File: src/rtl/q_max_argmax_pipe.sv
// Purpose: reduce NUM_ACT sign-magnitude Q-values to the maximum and its index.
// Latency: LAT = $clog2(NUM_ACT) cycles, one register per comparator-tree level.
// Backpressure: global stall, in_ready = ~out_valid | out_ready; all stages hold when low.
//
// Ports:
//   clk, rst                 rising-edge clock, asynchronous active-high reset
//   in_valid / in_ready      input handshake; in_q and in_mask sampled on transfer
//   in_q [NUM_ACT*Q_W]       packed Q-values, action k at in_q[k*Q_W +: Q_W]
//   in_mask [NUM_ACT]        1 = action legal (only with QMAX_MASK_EN)
//   out_valid / out_ready    output handshake; out_* held stable while stalled
//   out_q, out_idx, out_none maximum value, its index, no-legal-action flag
//
// Optional feature: define QMAX_MASK_EN to honour in_mask. Without it the mask
// is ignored, every action is legal and out_none is tied 0.
`timescale 1ns/1ps
module q_max_argmax_pipe #(
  parameter int Q_W = 16,
  parameter int NUM_ACT = 15,
  localparam int IDX_W = $clog2(NUM_ACT),
  localparam int LAT = $clog2(NUM_ACT)
) (
  input  logic                   clk,
  input  logic                   rst,
  input  logic                   in_valid,
  output logic                   in_ready,
  input  logic [NUM_ACT*Q_W-1:0] in_q,
  input  logic [NUM_ACT-1:0]     in_mask,
  output logic                   out_valid,
  input  logic                   out_ready,
  output logic [Q_W-1:0]         out_q,
  output logic [IDX_W-1:0]       out_idx,
  output logic                   out_none
);

  // True when candidate b must replace a. Ties keep a, which always sits at the
  // lower index, so the lowest index wins among equals. A zero magnitude is
  // treated as non-negative so +0 and -0 compare equal.
  function automatic logic b_wins(input logic a_p, input logic [Q_W-1:0] a,
                                  input logic b_p, input logic [Q_W-1:0] b);
    logic a_neg;
    logic b_neg;
    a_neg = a[Q_W-1] & (|a[Q_W-2:0]);
    b_neg = b[Q_W-1] & (|b[Q_W-2:0]);
    if (!b_p) return 1'b0;
    if (!a_p) return 1'b1;
    if (a_neg != b_neg) return a_neg;
    if (!a_neg) return b[Q_W-2:0] > a[Q_W-2:0];
    return b[Q_W-2:0] < a[Q_W-2:0];
  endfunction

  logic           w_adv;
  logic [LAT-1:0] r_vld;

  assign w_adv     = ~r_vld[LAT-1] | out_ready;
  assign in_ready  = w_adv;
  assign out_valid = r_vld[LAT-1];

  // Valid bits shift on every advance so bubbles move through too.
  always_ff @(posedge clk or posedge rst) begin
    if (rst) begin
      r_vld <= '0;
    end else if (w_adv) begin
      r_vld[0] <= in_valid;
      for (int l = 1; l < LAT; l++) r_vld[l] <= r_vld[l-1];
    end
  end

  // Leaf candidates. An illegal action carries value 0 / index 0 so that an
  // all-masked set naturally reduces to out_q=0, out_idx=0.
  logic [Q_W-1:0]   w_leaf_val [NUM_ACT];
  logic [IDX_W-1:0] w_leaf_idx [NUM_ACT];
  logic             w_leaf_prs [NUM_ACT];

  for (genvar k = 0; k < NUM_ACT; k++) begin : g_leaf
`ifdef QMAX_MASK_EN
    assign w_leaf_prs[k] = in_mask[k];
    assign w_leaf_val[k] = in_mask[k] ? in_q[k*Q_W +: Q_W] : '0;
    assign w_leaf_idx[k] = in_mask[k] ? IDX_W'(k) : '0;
`else
    assign w_leaf_prs[k] = 1'b1;
    assign w_leaf_val[k] = in_q[k*Q_W +: Q_W];
    assign w_leaf_idx[k] = IDX_W'(k);
`endif
  end

  for (genvar lv = 0; lv < LAT; lv++) begin : g_lvl
    localparam int N_IN  = (NUM_ACT + (1 << lv) - 1) >> lv;
    localparam int N_OUT = (N_IN + 1) / 2;
    localparam int N_PAD = 2 * N_OUT;

    logic [Q_W-1:0]   w_src_val [N_PAD];
    logic [IDX_W-1:0] w_src_idx [N_PAD];
    logic             w_src_prs [N_PAD];
    logic [Q_W-1:0]   w_nxt_val [N_OUT];
    logic [IDX_W-1:0] w_nxt_idx [N_OUT];
    logic             w_nxt_prs [N_OUT];
    logic [Q_W-1:0]   r_val [N_OUT];
    logic [IDX_W-1:0] r_idx [N_OUT];
    logic             r_prs [N_OUT];
    logic             w_ld;

    // Data only loads when a real set moves in, so out_* do not churn on bubbles.
    if (lv == 0) begin : g_ld0
      assign w_ld = w_adv & in_valid;
    end else begin : g_ldn
      assign w_ld = w_adv & r_vld[lv-1];
    end

    // An odd element count is padded with a non-present slot, so the last
    // element passes through unchanged.
    for (genvar k = 0; k < N_PAD; k++) begin : g_src
      if (k >= N_IN) begin : g_pad
        assign w_src_val[k] = '0;
        assign w_src_idx[k] = '0;
        assign w_src_prs[k] = 1'b0;
      end else if (lv == 0) begin : g_in
        assign w_src_val[k] = w_leaf_val[k];
        assign w_src_idx[k] = w_leaf_idx[k];
        assign w_src_prs[k] = w_leaf_prs[k];
      end else begin : g_prev
        assign w_src_val[k] = g_lvl[lv-1].r_val[k];
        assign w_src_idx[k] = g_lvl[lv-1].r_idx[k];
        assign w_src_prs[k] = g_lvl[lv-1].r_prs[k];
      end
    end

    always_comb begin
      for (int j = 0; j < N_OUT; j++) begin
        w_nxt_val[j] = w_src_val[2*j];
        w_nxt_idx[j] = w_src_idx[2*j];
        w_nxt_prs[j] = w_src_prs[2*j];
        if (b_wins(w_src_prs[2*j], w_src_val[2*j], w_src_prs[2*j+1], w_src_val[2*j+1])) begin
          w_nxt_val[j] = w_src_val[2*j+1];
          w_nxt_idx[j] = w_src_idx[2*j+1];
          w_nxt_prs[j] = w_src_prs[2*j+1];
        end
      end
    end

    always_ff @(posedge clk or posedge rst) begin
      if (rst) begin
        for (int j = 0; j < N_OUT; j++) begin
          r_val[j] <= '0;
          r_idx[j] <= '0;
          r_prs[j] <= 1'b0;
        end
      end else if (w_ld) begin
        for (int j = 0; j < N_OUT; j++) begin
          r_val[j] <= w_nxt_val[j];
          r_idx[j] <= w_nxt_idx[j];
          r_prs[j] <= w_nxt_prs[j];
        end
      end
    end
  end

  assign out_q   = g_lvl[LAT-1].r_val[0];
  assign out_idx = g_lvl[LAT-1].r_idx[0];
`ifdef QMAX_MASK_EN
  assign out_none = ~g_lvl[LAT-1].r_prs[0];
`else
  assign out_none = 1'b0;
`endif

endmodule

File: config.mk
export PLATFORM = sky130hd
export DESIGN_NAME = q_max_argmax_pipe
export DESIGN_NICKNAME = d
export VERILOG_FILES = /design/src/rtl/q_max_argmax_pipe.sv
export SDC_FILE = /design/constraint.sdc
export NUM_CORES = 1
export LEC_CHECK = 0
export BUFFER_PORTS_ARGS = -buffer_cell sky130_fd_sc_hd__buf_2
export CAP_MARGIN = 10
export CORE_UTILIZATION = 53
export CTS_CLUSTER_DIAMETER = 150
export DETAILED_ROUTE_END_ITERATION = 16
export GPL_ROUTABILITY_DRIVEN = 0
export PLACE_DENSITY = 0.77
export SYNTH_ARGS = -nofsm -noshare
export SYNTH_HDL_FRONTEND = slang
export SYNTH_SLANG_ARGS = --single-unit
export TNS_END_PERCENT = 5
File: constraint.sdc
create_clock -name clk -period 8.1 [get_ports clk]
set_input_delay 0.405 -clock clk [delete_from_list [all_inputs] [get_ports clk]]
set_output_delay 0.405 -clock clk [all_outputs]
set_load 0.02 [all_outputs]
After elaboration in Yosys (flattened, before gate mapping). Cells that the tools add are included.

Add/sub/neg operators: 0. Multiply operators: 0. Div/mod/pow operators: 0. Magnitude comparators: 28. Eq/ne operators: 14. Shifts and indexed selects: 0. Multiplexer cells: 174. Bitwise operators: 34. Reductions and logical operators: 28.

Operator list (number): 15-bit OR reduction (28); 16-bit 2-to-1 mux (14); 15-bit greater-than comparator (14); 15-bit < comparator (14); 1-bit 2-to-1 mux (153); 1-bit AND (32); 4-bit 2-to-1 mux (7); 1-bit inequality test (14); 1-bit NOT (1); 1-bit bitwise OR (1).

Register bits: 304. Latch bits: 0. Bits in writable memories: 0. ROM bits: 0. Bits of input ports: 259. Output and inout bits: 23. Word-level logic and storage cells: 312. Memories kept: 0.

Depth between registers and ports, before layout.
Depth after elaboration: 14. Depth in mapped cells: 10. Gate-level depth less buffers: 8.

Least setup slack after synthesis. Ideal clock, no wire load.

Path kind: input to register. Start: input port in_q[141]. End: register g_lvl[0].r_val[52] (netlist bit). Setup time: 139 ps. Data arrival time: 2114 ps. Required time: 7961 ps. Setup slack: 5847 ps. Stages: 9. Buffers on the path: 1. Cells stage by stage: inv_1 > ha_1 > nand4_2 > or4b_1 > o311ai_2 > o211ai_4 > buf_6 > a31oi_1 > a22oi_2.

Longest elaborated chain between the ends: 7. Elaborated cells between the ends (all ways): 13. Classes of those cells: order compare: 2; eq/ne: 1; mux: 8; bitwise: 1; reduce/logical: 1.

RTL lines: start: declaration (line 26) `input logic [NUM_ACT*Q_W-1:0] in_q,`; parallel branches: the longest is 5 deep, another holds 15-bit greater-than comparator; 1-bit 2-to-1 mux * (line 47) `if (!a_neg) return b[Q_W-2:0] > a[Q_W-2:0];`; 16-bit 2-to-1 mux * (line 132) `if (b_wins(w_src_prs[2*j], w_src_val[2*j], w_src_prs[2*j+1], w_src_val[2*j+1])) begin`; end signal: indexed assignment (line 149) `r_val[j] <= w_nxt_val[j];`; end: declaration (line 97) `logic [Q_W-1:0] r_val [N_OUT];`.

Mark *: on every way between the ends. The select of a mux whose other input is x is not followed. A chain may end at the register's enable or synchronous reset.

Final worst setup path.
Start: register r_vld[3]. End: register g_lvl[0].r_val[22] (netlist bit).

Longest elaborated chain between the ends: 3.

RTL lines: start: declaration (line 52) `logic [LAT-1:0] r_vld;`; start signal: assignment (line 61) `r_vld <= '0;`; 1-bit NOT (line 54) `assign w_adv = ~r_vld[LAT-1] | out_ready;`; 1-bit bitwise OR (line 54); 1-bit AND (line 104) `assign w_ld = w_adv & in_valid;`.

Every way passes these cells.

==> metrics.cfg <==
[clock_network]
cts_tree = built
cts-root-buf = clkbuf_16
clock-sinks = 276
clock_latency_ns = 0.56
cts_setup_buffers = 0
path_clk_slew_ns = 0.06
hold_buffers = 0
cts.repair.resized = 0
cts_buffers = 30
htreeDepth = 1
cts_max_path_buffers = 3

[setup_path]
worst-path-max-fanout = 105
startpoint = r_vld[3]
ff2ff_path_depth = 5
cp_cell_sequence = nand2b_1, nand2_4, buf_4, a31oi_1, a22oi_1
r2r_end = g_lvl[0].r_val[22]
r2r_slack_ns = 5.01
worst_ep_required_time_ns = 8.57
end_kind = register
critPathSlowestCell = nand2_4
rr_startpoint = r_vld[3]
cp.arrival_ns = 3.56
critPathLaunchType = register
crit_type = register to register
slowest_delay_ns = 0.90

[die]
die_x_um = 197
die_y_um = 197
start_util_pct = 53.9
ios = 282
coreArea_sq_um = 37600
rows = 71
die_area_sq_um = 39000

[global_route]
grt_pass1_vias = 19141
grt.total_usage_pct = 30.4
grt_overflow_total = 0
grt_first_pass_wirelength_um = 97600
antenna_found_initial = 0
grt_max_degree = 171

[final_layout]
nFillCells = 3281
syn2layout_area_growth_pct = 11.3
drive_above_1_share_pct = 15.0
mostFrequentLayoutCells = 276 x dfrtp_1, 265 x buf_2, 224 x a31oi_1
antennaDiodeCount = 0
final_nets = 2981
final_common_cell = dfrtp_1

[detailed_routing]
drt_pass1_iterations = 8
drt-initial-drc-count = 1898
vias = 20095
viasPerCell = 6.60
drt-wirelength-per-cell_um = 19.8
drc = 0
ant_nets = 0
totalWireLength_um = 60300

[power]
vdd_drop_max_v = 0.000202
p_leak_uw = 0.0102
p_per_area_nw_per_um2 = 340
p_total_uw = 7660

[sta]
tightest_slew_ns = 1.19
max_freq_ghz = 0.323
fin_ws_ns = 5.01
grt_setup_unrepaired = false
holdWs_ns = -0.0613
slew_headroom_pct = 20.6
finalCritPeriodShare_pct = 38.2
setup_violations = 0
finalHoldViolCount = 25
min_period_ns = 3.09
drv_slew = 0
tns_ns = 0
final.setup_skew_ns = 0.0151

[status]
status = finished, violations left
violations = hold timing

[logic_synthesis]
async_reset_ff_share_pct = 100
synth_fp_nets = 2811
synth-edff-count = 0
synth_warnings = 0
synthFlopType = dfrtp_1
seq_area_frac_synth_pct = 34.1
yosys.cell_types.count = 59
synth_seq_cells = 276
syn_area_sq_um = 20200
synthCells = 2342
synth_area_per_cell_sq_um = 8.64

[place]
io_buffers = 265
hpwl_um = 45100
pre_cts_slack_ns = 4.94

[min_path]
hold_path_class = input pin to asynchronous set/reset pin

[run]
cap_viol_max_count = 0

## layout make-up
cell class	instances	area, sq um	share of cell area [%]
Tap cell	511	639	2.84
Inverter	216	818	3.63
Multi-Input combinational cell	1717	11800	52.6
Clock buffer	48	880	3.91
Timing Repair Buffer	271	1380	6.15
Clock inverter	4	45.0	0.200
Sequential cell	276	6910	30.7
## registers in the layout (all words and copies together) (netlist names)
| register | flops |
|---|---|
| g_lvl.r_val | 224 |
| g_lvl.r_idx | 26 |
| out_q | 16 |
| out_idx | 4 |
| r_vld | 4 |
| g_lvl.r_prs | 2 |
## critical path, delay by kind of cell, from the launching register on
kind            cells  cell delay (ns)
simple gates        2             1.25
flops               1             0.40
compound gates      2             0.31
buf+inv             1             0.88
## cell usage after synthesis (all sizes together) (63+ instances only)
cell,n,area [sq um]
nor2,141,529
nor4,85,547
a22oi,104,816
inv,216,811
nand2,107,402
o21ai,267,1340
a21oi,185,933
nand4,63,438
a31oi,227,1440
clkbuf,81,318
dfrtp,276,6910
ha,210,2630
## stage by stage
step | cells | area (sq um) | util (%) | hold slack [ns]
6_report | 3043 | 22500 | 59.9 | -0.0613
5_1_grt | 3043 | 22500 | 59.9 | 0.0305
4_1_cts | 3042 | 22500 | 59.9 | 0.00308
3_5_place_dp | 2990 | 21600 | 57.4 | 0.457
3_3_place_gp | 2990 | 21600 | 57.4 | 0.456
2_1_floorplan | 2342 | 20200 | - | 0.428
## kinds of logic (layout without fill, tap and decap cells)
group	after synthesis	after routing	synth area share [%]
fa+ha+maj	210	210	13.0
other cells	1	1	0.0185
compound gates	943	943	30.1
simple gates	563	563	15.4
buf+inv	349	539	7.43
flops	276	276	34.1
## where the power goes
group / switching, uW / internal [uW]
Combinational: 2300 / 1360
Clock: 545 / 765
Sequential: 737 / 1960
## metal layers
layer,track usage (%),part of all wire [%]
met1,43.6,44
met4,9.24,2.7
met5,0,0
met3,4.64,7.4
met2,47.2,46
## worst max-delay path by stage
stage                                     to  slack [ns]
after floorplan           g_lvl[0].r_idx[12]        0.09
after global placement    g_lvl[0].r_val[17]        5.04
after detailed placement  g_lvl[0].r_val[28]        4.94
after CTS                 g_lvl[0].r_val[29]        5.09
after global routing      g_lvl[0].r_val[20]        4.79
final                     g_lvl[0].r_val[22]        5.01
Power figures use the tool's default switching activity.
